$ cat src/rtl/reg_wb_arbiter.sv
// Round-robin writeback arbiter sharing the single reg_file write port
// between the ALU (req0) and load (req1) result paths.
module reg_wb_arbiter #(
   parameter  int N = 8,
   parameter  int M = 32,
   localparam int A = $clog2(M)
) (
   input  logic         clk,
   input  logic         n_reset,
   input  logic         hold,
   input  logic         req0_valid,
   output logic         req0_ready,
   input  logic [A-1:0] req0_addr,
   input  logic [N-1:0] req0_data,
   input  logic         req1_valid,
   output logic         req1_ready,
   input  logic [A-1:0] req1_addr,
   input  logic [N-1:0] req1_data,
   output logic [A-1:0] Rd,
   output logic [N-1:0] Wdata,
   output logic         w_enable,
   output logic         wr_src,
   output logic [7:0]   zero_drops
);

   logic         last_q, last_d;
   logic [A-1:0] rd_q, rd_d;
   logic [N-1:0] wd_q, wd_d;
   logic         wen_q, wen_d;
   logic         src_q, src_d;
   logic [7:0]   drops_q, drops_d;

   logic         arb_ok;
   logic         gnt0, gnt1, xfer;
   logic [A-1:0] sel_addr;
   logic [N-1:0] sel_data;
   logic         zero_hit;

   // last_q == 1 means req1 won last, so req0 has priority next
   assign arb_ok = n_reset & ~hold;
   assign gnt0   = arb_ok & req0_valid & (~req1_valid | last_q);
   assign gnt1   = arb_ok & req1_valid & (~req0_valid | ~last_q);
   assign xfer   = gnt0 | gnt1;

   assign req0_ready = gnt0;
   assign req1_ready = gnt1;

   assign sel_addr = gnt1 ? req1_addr : req0_addr;
   assign sel_data = gnt1 ? req1_data : req0_data;
   assign zero_hit = xfer & (sel_addr == '0);

   always_comb begin
      last_d  = last_q;
      rd_d    = rd_q;
      wd_d    = wd_q;
      src_d   = src_q;
      wen_d   = 1'b0;
      drops_d = drops_q;
      if (xfer) begin
         last_d = gnt1;
         rd_d   = sel_addr;
         wd_d   = sel_data;
         src_d  = gnt1;
         wen_d  = ~zero_hit;
      end
      if (zero_hit && drops_q != 8'hff) begin
         drops_d = drops_q + 8'd1;
      end
   end

   always_ff @(posedge clk or negedge n_reset) begin
      if (!n_reset) begin
         last_q  <= 1'b1;
         rd_q    <= '0;
         wd_q    <= '0;
         wen_q   <= 1'b0;
         src_q   <= 1'b0;
         drops_q <= '0;
      end else begin
         last_q  <= last_d;
         rd_q    <= rd_d;
         wd_q    <= wd_d;
         wen_q   <= wen_d;
         src_q   <= src_d;
         drops_q <= drops_d;
      end
   end

   assign Rd         = rd_q;
   assign Wdata      = wd_q;
   assign w_enable   = wen_q;
   assign wr_src     = src_q;
   assign zero_drops = drops_q;

endmodule

$ cat config.mk
export PLATFORM = sky130hd
export DESIGN_NAME = reg_wb_arbiter
export DESIGN_NICKNAME = d
export VERILOG_FILES = /design/src/rtl/reg_wb_arbiter.sv
export SDC_FILE = /design/constraint.sdc
export NUM_CORES = 1
export LEC_CHECK = 0
export CAP_MARGIN = 20
export CORE_MARGIN = 4
export CORE_UTILIZATION = 43
export DETAILED_ROUTE_END_ITERATION = 8
export HOLD_SLACK_MARGIN = 0.08
export MAX_ROUTING_LAYER = met4
export PLACE_DENSITY_LB_ADDON = 0.2
export SLEW_MARGIN = 10
export SYNTH_ARGS = -nofsm -noshare
export SYNTH_HDL_FRONTEND = slang
export SYNTH_SLANG_ARGS = --single-unit
$ cat constraint.sdc
create_clock -name clk -period 4.1 [get_ports clk]
set_input_delay 1.025 -clock clk [delete_from_list [all_inputs] [get_ports clk]]
set_output_delay 1.025 -clock clk [all_outputs]
set_load 0.02 [all_outputs]
# Word-level counts from Yosys, hierarchy flattened
# Index checks and enable logic that the tools add are counted.
[totals]
elab_cells = 27
regBits = 24
out_inout_bits = 25
[classes]
eq_ne = 1
addsub = 1
muxes = 3
n_bitwise = 14
reduce_logical = 2
[op_table]
columns = ["operator", "count"]
rows = [
  ["8-bit by 1-bit adder with 8-bit output (second input constant)", 1],
  ["8-bit 2-to-1 mux", 1],
  ["8-bit inequality test (second input constant)", 1],
  ["1-bit bitwise AND", 6],
  ["5-bit logical NOT", 1],
  ["5-bit 2-to-1 mux", 1],
  ["1-bit inverter", 5],
  ["1-bit bitwise OR", 3],
  ["1-bit logical AND", 1],
  ["1-bit 2-to-1 mux", 1],
]

# Depth between registers and ports, before layout
# Gate-level depths: netlist (run 1).
[depth]
depth_word = 9
depth_mapped = 6

# Worst setup path after synthesis (run 1)
# OpenSTA, ideal clock, no wires.
[synth_path]
kind = "input to output"
startpoint = "in hold"
endpoint = "out req1_ready"
n_path_buf = 2
required_ns = 3.075
arrival_time_ns = 1.919
cell_stages = 5
path_slack_ns = 1.156
path_cell_list = "nand3b_1 > a21o_1 > buf_6 > buf_1 > inv_2"
[synth_between]
elab_chain_len = 4
[synth_lines]
columns = ["item", "line_no", "source"]
rows = [
  ["start: declaration", "10", "input logic hold,"],
  ["1-bit inverter", "40", "assign arb_ok = n_reset & ~hold;"],
  ["1-bit bitwise AND", "40", ""],
  ["1-bit bitwise AND (2 in series)", "42", "assign gnt1 = arb_ok & req1_valid & (~req0_valid | ~last_q);"],
  ["end: declaration", "16", "output logic req1_ready,"],
]
# Every way passes these cells.

# Final worst setup path (run 1)
[layout_path]
startpoint = "in n_reset"
endpoint = "out req1_ready"
[layout_between]
elab_chain_len = 3
[layout_lines]
columns = ["item", "line_no", "source"]
rows = [
  ["start: declaration", "9", "input logic n_reset,"],
  ["1-bit bitwise AND", "40", ""],
  ["1-bit bitwise AND (2 in series)", "42", ""],
]
# Every way passes these cells.

==> run summary, run 1 <==
area of the core = 0.002567 mm²
Leakage = 0.8556 nW
Top cell by count, worst path = clkdlybuf4s50_1
antenna viol nets, final = 0
CP Data Required Time = 3.07 ns
WP data arrival = 2.68 ns
root buffer cell = clkbuf_4
vias in the first global route = 1063
Vias = 1028
IO Pins = 56
CP max stage delay = 0.61 ns
HP Class = flop to flop
largest net degree at the start of global routing = 28
synthesized flop and latch total = 24
Die X = 60.85 µm
Reg clk slew, reported paths = 0.13 ns
FILL cells = 205
Std-Cell Rows = 18
clk sinks = 24
first-pass GRT wire length = 4581 µm
die area = 0.003703 mm²
DRC Markers = 0
Mapped Cells = 113
synthesized area per cell = 10.63 µm²
clock skew = 0.002551 ns
Syn. warnings = 0
post-layout util = 71.39%
max-cap viol count = 0
final setup fails = 0
slowest cell on the critical path = clkdlybuf4s50_1
layout cell share with drive strength beyond 1 = 10.53%
CTS tree = yes
Crit Path Max Fanout = 10
DR WL/cell = 14.85 µm
Hold WS = 0.5017 ns
cell taking the most area after synthesis = dfrtp_1
most frequent cells in the layout = clkdlybuf4s50_1, dfrtp_1, nand2_1
# resized after CTS = 0
crit path kind = primary input to output port
synthesized net count = 145
grt total ovfl = 0
Placer Congestion = 0.8102
Area Overhead vs Synth = 52.60%
commonest non-fill, non-tap cell in the layout = clkdlybuf4s50_1
CTS buffer count = 3
Max Freq = 270.1 MHz
RSZ-0062 raised after global routing = false
minimum period implied by the final worst setup slack = 3.703 ns
post-CTS setup buffer count = 0
Routed WL = 2985 µm
initial antenna violation count = 0
post-synth top area share = 47.92%
largest cells by area after synthesis = dfrtp_1, mux2i_1, nand2_1, o21ai_0, o21ai_1
status = finished, final reports clean
Unique masters post-synth = 31
critical path endpoint category = output port
Worst Setup Start Kind = primary input
initial core utilization = 46.78%
# hold bufs at CTS = 0
worst-skew pair later-pin latency = 0.31 ns
Slew headroom = 76.42%
DR iter-0 viols = 34
Max Transition Viols Final = 0
post-synthesis cell area = 0.001201 mm²
H-tree depth = 1
port buffer count = 55
crit-path cells = clkdlybuf4s50_1 -> buf_4 -> nand3b_1 -> a21o_1 -> inv_2 -> clkdlybuf4s50_1
pwr dens = 323.5 mW/mm²
diode count = 0
GRT Resource Usage Total = 17.07%
Worst Max-Slew Pin Slew = 0.3505 ns
dpl hpwl = 2412 µm
Longest Clk Path Bufs = 2
Final #Nets = 204
fin crit share = 90.31%
Final Hold Fails = 0
Setup TNS Final = 0 ns
Pre-antenna DRT Iters = 4
Chip Height = 60.85 µm
Worst VDD drop = 0.0002356 V
post-synthesis sequential area ratio = 50.10%
vias per inst = 5.114
[layer usage]
layer	vias to the layer above	share of wire (%)	track usage (%)
li1	514	-	-
met4	0	0.70	3.715
met1	480	41	18.83
met2	32	52	31.30
met3	2	6.3	3.617
met5	-	0	-
[worst max-delay path, delay by kind of cell]
kind | cells | cell delay [ns]
AOI/OAI and AO/OA | 1 | 0.20
and+or+nand+nor | 1 | 0.11
buffers and inverters | 4 | 1.34
[kinds of logic after synthesis]
kind of cell	Yosys count	synth area share, %
AO/OA/AOI/OAI	19	8.438
buffers and inverters	9	3.437
AND/OR/NAND/NOR	38	17.50
flip-flops	24	50.10
multiplexers	17	15.83
adder cells (fa/ha/maj)	1	1.042
XOR/XNOR	5	3.646
[layout make-up]
| cell class | count | area (µm²) | area share, % |
|---|---|---|---|
| Multi-Input combinational cell | 80 | 561.8 | 30.65 |
| Tap cell | 30 | 37.54 | 2.048 |
| Inverter | 4 | 15.01 | 0.8191 |
| Sequential cell | 24 | 601.8 | 32.83 |
| Clock buffer | 4 | 36.28 | 1.980 |
| Timing Repair Buffer | 59 | 580.6 | 31.67 |
[worst paths after layout]
kind	from	endpoint	slack, ns	depth (start not counted)
worst min register to register	Wdata[0]	Wdata[0]	0.50	2
min in group asynchronous	n_reset	wr_src	1.03	2
worst max-delay path	n_reset	req1_ready	0.40	6
max in group asynchronous	n_reset	last_q	2.86	2
worst min-delay path	Wdata[0]	Wdata[0]	0.50	2
worst max register to register	last_q	zero_drops[1]	2.08	5
[synth_stat cells, drive strengths merged]
| cell | instances |
|---|---|
| a21oi | 1 |
| nor4 | 4 |
| mux2i | 14 |
| nand3b | 1 |
| nand2 | 19 |
| buf | 2 |
| dfstp | 1 |
| mux2 | 3 |
| dfrtp | 23 |
| xor2 | 4 |
| a21o | 1 |
| nor2 | 3 |
| nand4 | 2 |
| or4 | 2 |
| o21ai | 16 |
| nand3 | 1 |
| xnor2 | 1 |
| clkbuf | 3 |
| nand2b | 1 |
| nor3 | 2 |
| ha | 1 |
| or3 | 1 |
| nor2b | 2 |
| inv | 4 |
| o2111ai | 1 |
[through the flow]
step | setup WS, ns | cells | area, µm² | total power [mW]
CTS | 0.3852 | 201 | 1833 | 0.6020
detailed placement | 0.3902 | 197 | 1797 | 0.4751
floorplan | 1.156 | 113 | 1201 | 0.3672
global route | 0.3204 | 201 | 1833 | 0.6261
finish | 0.3971 | 201 | 1833 | 0.5929
global placement | 0.3981 | 197 | 1797 | 0.4686
[report_power, final]
part / total (mW) / leakage, nW / internal, mW / switching, mW
Combinational: 0.182 / 0.528 / 0.0958 / 0.0866
Clock: 0.125 / 0.0210 / 0.0543 / 0.0702
Sequential: 0.286 / 0.307 / 0.267 / 0.0186
[flip-flops by register name, summed over array words and instances, names as in the netlist]
name and cells:
Rd 5, Wdata 8, last_q 1, w_enable 1, wr_src 1, zero_drops 8
(Power assumes the default switching activity.)
==> run 2: changes to the inputs <==
- SKIP_CTS_REPAIR_TIMING: unset -> 1
==> results of run 2 <==
Same layout as run 1: the final DEF is identical, and so are final timing and power.
==> run 3: changes to the inputs <==
- ABC_AREA: unset -> 1
- CORE_UTILIZATION: 43 -> 45
==> run 3 against run 2 <==
Combinational power is essentially flat; clock skew is 0.0059 ns higher; sequential cell count unchanged; routed wire length is 12% higher; core utilization fell by 0.82 points; first-iteration DRC count decreased by 59%; maximum frequency about the same; clock-buffer cell count is the same; critical path depth is the same; final cell count increased by 24%; sequential share of layout area shrank 1.6 points; register-to-register slack better by 0.11 ns; critical path type unchanged; largest cell class is now multi-input combinational cells.
==> run summary, run 3 <==
status = finished, final reports clean
crit-path cells = clkdlybuf4s50_1 -> inv_2 -> nor2_4 -> nand2_1 -> a21oi_1 -> clkdlybuf4s50_1
Leakage = 0.9303 nW (+8.7%)
Worst VDD drop = 0.0002991 V (+27%)
HP Class = flop to flop
clk sinks = 24 (unchanged)
async set-reset flop share out of synthesis = 100.0% (unchanged)
largest cells by area after synthesis = dfrtp_1, nand2_1, nand4_1, o21ai_0, nor2_1
worst reg2reg path depth = 10 (+5)
initial antenna violation count = 0 (unchanged)
R2R Path Start = last_q
vias per inst = 5.120 (+0.12%)
hold_sp = wr_src
Syn. warnings = 0 (unchanged)
top post-synthesis cells by count = nand2_1, dfrtp_1, nor2_1, o21ai_0, inv_1
Post-DP Area = 0.001893 mm² (+5.4%)
hold path cells = 2 (unchanged)
synthesized area per cell = 8.149 µm² (-23%)
Longest Clk Path Bufs = 2 (unchanged)
Worst Setup Start Kind = primary input
CP max stage delay = 0.62 ns (about the same)
Final #Nets = 251 (+23%)
Unique masters post-synth = 23 (-26%)
Pre-antenna DRT Iters = 4 (unchanged)
CTS tree = yes
slowest cell on the critical path = clkdlybuf4s50_1
DRC Markers = 0 (unchanged)
DR WL/cell = 13.46 µm (-9.4%)
top-count cell post-synth = nand2_1
H-tree depth = 1 (unchanged)
port buffer count = 55 (unchanged)
pwr dens = 309.3 mW/mm² (-4.4%)
R2R Setup Slk = 2.19 ns (+0.11 ns)
grt total ovfl = 0 (unchanged)
root buffer cell = clkbuf_4
crit path kind = primary input to output port
die area = 0.003781 mm² (+2.1%)
Routed WL = 3351 µm (+12%)
fin crit share = 90.30% (about the same)
vias in the first global route = 1383 (+30%)
minimum period implied by the final worst setup slack = 3.702 ns (-0.0007290 ns)
initial core utilization = 47.09% (+0.31 points)
Reg clk slew, reported paths = 0.13 ns (about the same)
Die X = 61.49 µm (+1.1%)
diode count = 0 (unchanged)
DR iter-0 viols = 14 (-59%)
max-cap viol count = 0 (unchanged)
Max Transition Viols Final = 0 (unchanged)
Worst Max-Slew Pin Slew = 0.4142 ns (+0.06373 ns)
worst path bufs/invs = 3 (-1)
final setup fails = 0 (unchanged)
FILL cells = 218 (+6.3%)
Crit Path Max Fanout = 6 (-4)
Mapped Cells = 158 (+40%)
CP Data Required Time = 3.07 ns (about the same)
Top cell by count, worst path = clkdlybuf4s50_1
Hold EP = wr_src
Area Overhead vs Synth = 49.85%
Post-synth EDFFs = 0 (unchanged)
Slew headroom = 72.30% (-4.1 points)
post-synth top area share = 44.70% (-3.2 points)
RSZ-0062 raised after global routing = false
dpl hpwl = 2704 µm (+12%)
Setup TNS Final = 0 ns (unchanged)
worst r2r dst = zero_drops[3]
Max Freq = 270.1 MHz (about the same)
area of the core = 0.002734 mm² (+6.5%)
Placer Congestion = 0.7660 (-5.5%)
most frequent cells in the layout = clkdlybuf4s50_1, nand2_1, dfrtp_1
synthesized flop and latch total = 24 (unchanged)
WP data arrival = 2.68 ns (about the same)
commonest non-fill, non-tap cell in the layout = clkdlybuf4s50_1
first-pass GRT wire length = 5809 µm (+27%)
post-synthesis cell area = 0.001287 mm² (+7.2%)
CTS buffer count = 3 (unchanged)
largest net degree at the start of global routing = 21 (-25%)
Vias = 1275 (+24%)
worst-skew pair later-pin latency = 0.33 ns (+0.02 ns)
Top delay family on crit path = buffers and inverters
IO Pins = 56 (unchanged)
Std-Cell Rows = 19 (+1)
fin area = 0.001929 mm² (+5.3%)
GRT Resource Usage Total = 21.38% (+4.3 points)
post-synthesis sequential area ratio = 46.74% (-3.4 points)
critical path endpoint category = output port
synthesized net count = 190 (+31%)
layout cell share with drive strength beyond 1 = 10.09% (-0.43 points)
clock skew = 0.008425 ns (+0.005874 ns)
cell taking the most area after synthesis = dfrtp_1
dominant synthesized flop cell = dfrtp_1
antenna viol nets, final = 0 (unchanged)
Final Hold Fails = 0 (unchanged)
Chip Height = 61.49 µm (+1.1%)
-- run 3: changes by cell type after synthesis, sizes merged, moves of 4 or more --
cell	change
inv	+13
mux2i	-14
nand4	+11
nor4	-4
nor2	+16
o21ai	+6
nand2	+30
-- run 3: report_power, final --
group          internal [mW]  switching [mW]  total [mW]
Sequential             0.265          0.0168       0.282
Clock                 0.0544          0.0749       0.129
Combinational         0.0917          0.0937       0.185
-- run 3: area by class of cell --
class | count | area (µm²) | share of cell area [%]
timing repair buffer | 59 | 580.6 | 30.09
multi-input combinational | 114 | 608.1 | 31.52
clock buffer | 4 | 36.28 | 1.881
sequential | 24 | 601.8 | 31.19
inverter | 17 | 63.81 | 3.307
tap | 31 | 38.79 | 2.010
-- run 3: worst min-delay path, cell delays in order (launching register included) --
cell	delay, ns
dfrtp_1	0.37
nand2_1	0.05
nand2_1	0.05
-- run 3: logic make-up after synthesis --
family          synth area share (%)
xor+xnor                       3.401
compound gates                 9.718
fa+ha+maj                     0.9717
simple gates                   33.14
buf+inv                        6.025
flops                          46.74
-- run 3: stage by stage --
step	worst slack (ns)	cells	utilization [%]	power, mW	hold slack [ns]
after floorplan	1.500	158	-	0.3678	0.4811
after global placement	0.4514	245	69.24	0.4691	0.4608
after detailed placement	0.4123	245	69.24	0.4739	0.4624
after CTS	0.3967	249	70.57	0.6031	0.4923
after global routing	0.3303	249	70.57	0.6271	0.5406
final	0.3979	249	70.57	0.5968	0.4880
-- run 3: worst max-delay path by stage --
stage,from,endpoint,slack [ns],depth (start not counted)
after floorplan,n_reset,req0_ready,1.50,4
after global placement,n_reset,req0_ready,0.45,6
after detailed placement,n_reset,req0_ready,0.41,6
after CTS,n_reset,req0_ready,0.40,6
after global routing,n_reset,req0_ready,0.33,6
final,n_reset,req0_ready,0.40,6
-- run 3: per-layer routing --
layer | routed length, µm | global-route usage (%) | part of all wire, % | up-vias
met2 | 1672 | 37.22 | 50 | 38
met3 | 160 | 4.193 | 4.8 | 4
met5 | 0 | - | 0 | -
met4 | 41 | 8.788 | 1.2 | 0
li1 | - | - | - | 636
met1 | 1476 | 23.67 | 44 | 597
